[src/rtl/rv_pkg.sv]
// rv_pkg
// Shared definitions for the front end of the core: datapath widths, the
// canonical NOP encoding, the default reset PC and the layout of one fetch
// buffer entry. The fault helper lives here so any stage that needs to
// classify a fetch address applies the same rule.
package rv_pkg;

    localparam int XLEN = 64;
    localparam int ILEN = 32;

    // addi x0, x0, 0 -- substituted for the instruction of any faulted fetch
    localparam logic [ILEN-1:0] INST_NOP = 32'h0000_0013;

    localparam logic [XLEN-1:0] RESET_PC_DEFAULT = 64'h0;

    // One fetch buffer entry: address, instruction word, fault flag
    typedef struct packed {
        logic [XLEN-1:0] pc;
        logic [ILEN-1:0] inst;
        logic            fault;
    } fetch_entry_t;

    localparam int ENTRY_W = $bits(fetch_entry_t);

    // A fetch faults when the address lies above the ROM window or is not
    // word aligned
    function automatic logic fetch_fault(input logic [XLEN-1:0] pc, input int rom_aw);
        return ((pc >> rom_aw) != '0) || (pc[1:0] != 2'b00);
    endfunction

endpackage

[src/rtl/fetch_fifo.sv]
// fetch_fifo
// Small synchronous FIFO holding fetched {pc, inst, fault} entries between
// the fetch and decode stages. Push and pop may happen in the same cycle,
// including when the FIFO is full, so the fetch stage sustains one entry per
// cycle. Flush empties the FIFO on the next edge and wins over push/pop.
//
// Ports:
//   clk        rising-edge clock
//   rst        asynchronous active-high reset
//   flush      discard all entries and reset pointers
//   push       write push_data at the tail
//   push_data  entry to write
//   pop        advance the head (caller only pops when count != 0)
//   head_data  entry at the head (meaningful when count != 0)
//   count      number of valid entries, 0..DEPTH
module fetch_fifo
    import rv_pkg::*;
#(
    parameter int DEPTH = 2
) (
    input  logic                       clk,
    input  logic                       rst,
    input  logic                       flush,
    input  logic                       push,
    input  logic [ENTRY_W-1:0]         push_data,
    input  logic                       pop,
    output logic [ENTRY_W-1:0]         head_data,
    output logic [$clog2(DEPTH):0]     count
);

    localparam int PW = $clog2(DEPTH);
    localparam int CW = PW + 1;

    logic [ENTRY_W-1:0] mem [DEPTH];
    logic [PW-1:0]      wr_ptr;
    logic [PW-1:0]      rd_ptr;
    logic [CW-1:0]      count_next;

    // Occupancy after this cycle's push/pop; a simultaneous push and pop
    // leaves it unchanged
    always_comb begin
        count_next = count;
        case ({push, pop})
            2'b10:   count_next = count + CW'(1);
            2'b01:   count_next = count - CW'(1);
            default: count_next = count;
        endcase
    end

    // Pointers and count; DEPTH is a power of two so the pointers wrap
    // naturally
    always_ff @(posedge clk or posedge rst) begin
        if (rst) begin
            wr_ptr <= '0;
            rd_ptr <= '0;
            count  <= '0;
        end else if (flush) begin
            wr_ptr <= '0;
            rd_ptr <= '0;
            count  <= '0;
        end else begin
            if (push) wr_ptr <= wr_ptr + PW'(1);
            if (pop)  rd_ptr <= rd_ptr + PW'(1);
            count <= count_next;
        end
    end

    // Storage needs no reset: nothing reads it while count is zero
    always_ff @(posedge clk) begin
        if (push && !flush) mem[wr_ptr] <= push_data;
    end

    assign head_data = mem[rd_ptr];

endmodule

[src/rtl/fetch_stage.sv]
// fetch_stage
// Instruction fetch: owns the PC, drives the zero-latency instruction ROM,
// captures {pc, instruction, fault} into a small buffer and hands entries to
// decode over a valid/ready handshake. Redirects from later stages flush the
// buffer and reload the PC.
//
// Ports:
//   clk             rising-edge clock
//   rst             asynchronous active-high reset
//   fetch_en        1 = fetch allowed; 0 = PC holds while buffer drains
//   im_addr         byte address to the ROM (the PC register)
//   im_dout         ROM word for im_addr, same cycle
//   redirect_valid  flush buffer and load redirect_pc (highest priority)
//   redirect_pc     redirect target, used unaligned as given
//   id_valid        buffer head valid
//   id_ready        decode accepts the head this cycle
//   id_pc           PC of head entry
//   id_inst         instruction of head entry (NOP if faulted)
//   id_fault        head was out of ROM range or misaligned
module fetch_stage
    import rv_pkg::*;
#(
    parameter logic [63:0] RESET_PC = RESET_PC_DEFAULT,
    parameter int          DEPTH    = 2,
    parameter int          ROM_AW   = 14
) (
    input  logic        clk,
    input  logic        rst,
    input  logic        fetch_en,
    output logic [63:0] im_addr,
    input  logic [31:0] im_dout,
    input  logic        redirect_valid,
    input  logic [63:0] redirect_pc,
    output logic        id_valid,
    input  logic        id_ready,
    output logic [63:0] id_pc,
    output logic [31:0] id_inst,
    output logic        id_fault
);

    localparam int CW = $clog2(DEPTH) + 1;

    logic [XLEN-1:0]    pc;
    logic [CW-1:0]      fifo_count;
    logic [ENTRY_W-1:0] head_bits;
    fetch_entry_t       head;
    fetch_entry_t       new_entry;
    logic               deq;
    logic               enq;
    logic               fault;

    assign im_addr = pc;

    // A full buffer still accepts a new entry when the head leaves in the
    // same cycle; a redirect suppresses fetch entirely
    assign deq = id_valid & id_ready;
    assign enq = fetch_en & ~redirect_valid & ((fifo_count != CW'(DEPTH)) | deq);

    // Faulted fetches carry a NOP so a bogus ROM word never reaches decode
    always_comb begin
        fault          = fetch_fault(pc, ROM_AW);
        new_entry.pc   = pc;
        new_entry.inst = fault ? INST_NOP : im_dout;
        new_entry.fault = fault;
    end

    // PC register: redirect beats sequential advance; it only moves when
    // an instruction was actually captured
    always_ff @(posedge clk or posedge rst) begin
        if (rst) begin
            pc <= RESET_PC;
        end else if (redirect_valid) begin
            pc <= redirect_pc;
        end else if (enq) begin
            pc <= pc + 64'd4;
        end
    end

    fetch_fifo #(
        .DEPTH(DEPTH)
    ) u_fifo (
        .clk       (clk),
        .rst       (rst),
        .flush     (redirect_valid),
        .push      (enq),
        .push_data (new_entry),
        .pop       (deq),
        .head_data (head_bits),
        .count     (fifo_count)
    );

    assign head = fetch_entry_t'(head_bits);

    // Head fields are forced to zero while empty so reset (which is
    // asynchronous) clears them without resetting the storage array
    assign id_valid = (fifo_count != '0);
    assign id_pc    = id_valid ? head.pc    : '0;
    assign id_inst  = id_valid ? head.inst  : '0;
    assign id_fault = id_valid ? head.fault : 1'b0;

endmodule

[config.mk]
export PLATFORM = sky130hd
export DESIGN_NAME = fetch_stage
export DESIGN_NICKNAME = d
export VERILOG_FILES = /design/src/rtl/rv_pkg.sv /design/src/rtl/fetch_fifo.sv /design/src/rtl/fetch_stage.sv
export SDC_FILE = /design/constraint.sdc
export NUM_CORES = 1
export LEC_CHECK = 0
export ABC_AREA = 0
export CORE_MARGIN = 2
export CORE_UTILIZATION = 50
export CTS_CLUSTER_DIAMETER = 200
export DETAILED_ROUTE_END_ITERATION = 10
export HOLD_SLACK_MARGIN = 0.05
export PLACE_DENSITY = 0.79
export SYNTH_ARGS = -nofsm -noshare
export SYNTH_HDL_FRONTEND = slang
export SYNTH_SLANG_ARGS = --single-unit
[constraint.sdc]
create_clock -name clk -period 11.6 [get_ports clk]
set_clock_uncertainty 0.2 [all_clocks]
set_input_delay 1.74 -clock clk [delete_from_list [all_inputs] [get_ports clk]]
set_output_delay 1.74 -clock clk [all_outputs]
set_load 0.05 [all_outputs]
==> results.json <==
{
  "rsz0062_at_grt": "false",
  "cp_num_cells": 4,
  "via_per_inst": 5.588,
  "fin_cells": 1549,
  "ant_nets": 0,
  "syn_nets": 1118,
  "syn_avg_cell_area_um2": 12.16,
  "worst_path_largest_cell_delay_ps": 940,
  "grt_pass1_vias": 8407,
  "first_pass_iters": 6,
  "required_ps": 9660,
  "initial_core_util_pct": 50.81,
  "status": "finished, final reports clean",
  "cts.sinks": 262,
  "ctsHoldBuffers": 0,
  "dp_cells": 1495,
  "slew_headroom_pct": 32.17,
  "dieArea_mm2": 0.02598,
  "root_buffer": "clkbuf_16",
  "synth-async-reset-ratio_pct": 25.95,
  "synth_area_mm2": 0.01236,
  "r2r_slack_ps": 8430,
  "grt_antenna_before_repair": 6,
  "post_cts_buffers": 0,
  "critPathLaunchType": "flop",
  "fin_crit_sh_pct": 47.57,
  "yosys-top-cells-area": "edfxtp_1 47%, dfrtp_1 14%, mux2i_1 8.3%",
  "place_congestion": 0.8834,
  "crit_fanout": 53,
  "dpl.hpwl_um": 21100,
  "cp_top_family": "buffers and inverters",
  "crit_buf_inv": 2,
  "die_w_um": 161.2,
  "setup_viol": 0,
  "hold_path.class": "reg -> reg",
  "io_pins": 263,
  "synth_cell_type_count": 51,
  "endpoint_kind": "output pin",
  "grt_use_total_pct": 23.49,
  "yosysSeqAreaShare_pct": 60.92,
  "io_buffers": 262,
  "path_cells": "buf_4 > mux2i_1 > nor2_1 > clkdlybuf4s50_1",
  "vias": 8656,
  "leakage_nw": 5.328,
  "crit_end": "id_pc[40]",
  "nNetsFinal": 1302,
  "synth_top_area_cell": "edfxtp_1",
  "cpMaxStageDelayCell": "dfrtp_4",
  "area_growth_pct": 26.64,
  "tns_ps": 0,
  "grt_max_degree": 112,
  "synth.top_cell.area_share_pct": 47.15,
  "cts_tree": "yes",
  "drive_above_1_share_pct": 6.393,
  "cp.arrival_ps": 3580,
  "drtIter0Drc": 731,
  "post_drt_wl_per_cell_um": 20.23,
  "cts_resized": 0,
  "coreArea_mm2": 0.02432,
  "reg2reg_from": "u_fifo.count[1]",
  "synth_edf_count": 194,
  "clock_latency_ps": 530,
  "htreeDepth": 1,
  "yosysWarnings": 0,
  "finalHoldViolCount": 0,
  "power.density_mw_per_mm2": 156.0,
  "cts_buffer_depth": 3,
  "fin_crit_ps": 5518,
  "grt_pass1_wl_um": 47800,
  "netlist_instances": 1016,
  "worstSetupPathType": "reg -> out",
  "crit_start": "u_fifo.rd_ptr",
  "worstRegToRegCells": 5,
  "max_slew.worst_pin.slew_ps": 1017,
  "cts_made_buffers": 27,
  "maxCapViolations": 0,
  "utilization_pct": 64.34,
  "die-height_um": 161.2,
  "fp-row-count": 57,
  "drcViolationCount": 0,
  "grt_overflow": 0,
  "finalPower_mw": 2.440,
  "synth-seq-cells": 262,
  "max_freq_ghz": 0.1812,
  "wl_um": 31330,
  "peakVddDrop_v": 0.0001048,
  "cts.clk_slew.worst_paths_ps": 60,
  "synth_ff_type": "edfxtp_1",
  "finalMaxSlewViolations": 0,
  "r2r-end": "u_fifo.mem[0][80]"
}
how the worst min path moves through the flow:
stage / slack, ps / startpoint / to / cells after the start
floorplan: 260 / im_addr[23] / u_fifo.mem[0][56] / 0
global placement: 370 / im_addr[58] / u_fifo.mem[0][91] / 0
detailed placement: 360 / im_addr[58] / u_fifo.mem[0][91] / 0
CTS: 370 / im_addr[58] / u_fifo.mem[0][91] / 0
global route: 400 / im_addr[58] / u_fifo.mem[0][91] / 0
finish: 380 / im_addr[58] / u_fifo.mem[0][91] / 0
layout make-up:
cell class | instances | area (µm²)
fillers | 1864 | 8672
repair buffers | 271 | 2688
flip-flops and latches | 262 | 7531
multi-input cells | 630 | 4134
clock buffers | 41 | 758.2
inverters | 8 | 30.03
clock inverters | 8 | 88.84
diodes | 5 | 12.51
well taps | 324 | 405.4
cells in the final DEF, fill, tap and decap left out, drive strengths merged, types with 2 or more instances in the layout:
cell and n:
nor3b 2, and3 7, nand2 67, edfxtp 194, clkdlybuf4s50 261, bufinv 2, a31oi 11, a211oi 2
nand2b 4, buf 10, nor4 35, or2 3, dfrtp 68, mux2i 102, nor2 123, or3 10
and4 12, a22oi 5, nand4 40, o31ai 2, or4 8, a221o 2, diode 5, mux2 6
nor2b 11, nand3 37, nor3 13, o21ai 45, xor2 23, clkinv 5, and2 31, or3b 2
inv 8, clkbuf 41, xnor2 18
sequential cells by signal, summed over array words and instances, names as in the netlist:
name	count
im_addr	64
u_fifo.count	2
u_fifo.mem	194
u_fifo.rd_ptr	1
u_fifo.wr_ptr	1
Yosys cell counts (4+ instances only):
master	n
mux2_2	6
nand4_1	35
a22oi_1	5
dfrtp_1	68
nor4_2	5
clkbuf_1	34
edfxtp_1	194
nor3_1	12
or3_1	10
buf_1	10
nand2b_1	4
o21ai_1	5
and4_1	12
or4_1	8
nor4_1	26
xnor2_1	18
nor2_1	123
xor2_1	23
buf_4	65
buf_2	5
mux2i_1	102
nor4_4	4
a31oi_1	11
nor2b_1	11
nand3_1	37
and2_1	31
nand2_1	67
and3_1	7
inv_1	7
o21ai_0	40
through the flow:
stage	instance area, µm²	worst slack [ps]	hold WS, ps
floorplan	12360	1399	259.7
global placement	14790	6621	368.3
detailed placement	14790	6605	359.7
CTS	15640	6051	374.1
global route	15650	5868	403.9
finish	15650	6082	378.2
per-layer routing:
layer | routed length (µm) | GRT usage (%) | up-vias
li1 | - | - | 4039
met1 | 13400 | 32.03 | 4187
met2 | 14970 | 38.70 | 383
met3 | 2254 | 4.366 | 45
met4 | 694 | 7.021 | 2
met5 | 13 | 0 | -
worst register-to-register path, cell delays in order, from the launching register on:
cell,delay (ps)
dfrtp_1,460
or3b_1,240
and2_1,340
nor3b_2,250
buf_4,410
buf_4,840
logic make-up (layout without fill, tap and decap cells):
logic type | after synthesis | after routing | share of synthesized area, %
compound gates | 73 | 73 | 3.504
xor+xnor | 41 | 41 | 2.906
fa+ha+maj | 1 | 1 | 0.1012
buf+inv | 124 | 328 | 5.813
flops | 262 | 262 | 60.92
mux | 108 | 108 | 8.810
other cells | 0 | 5 | 0
simple gates | 407 | 407 | 17.94
report_power, final:
part	total (mW)	switching [mW]	internal [mW]
sequential	1.14	0.0746	1.07
combinational	0.460	0.293	0.167
clock	0.838	0.346	0.492
total	2.44	0.714	1.73
Note: power is estimated with default switching activity, not from simulation.
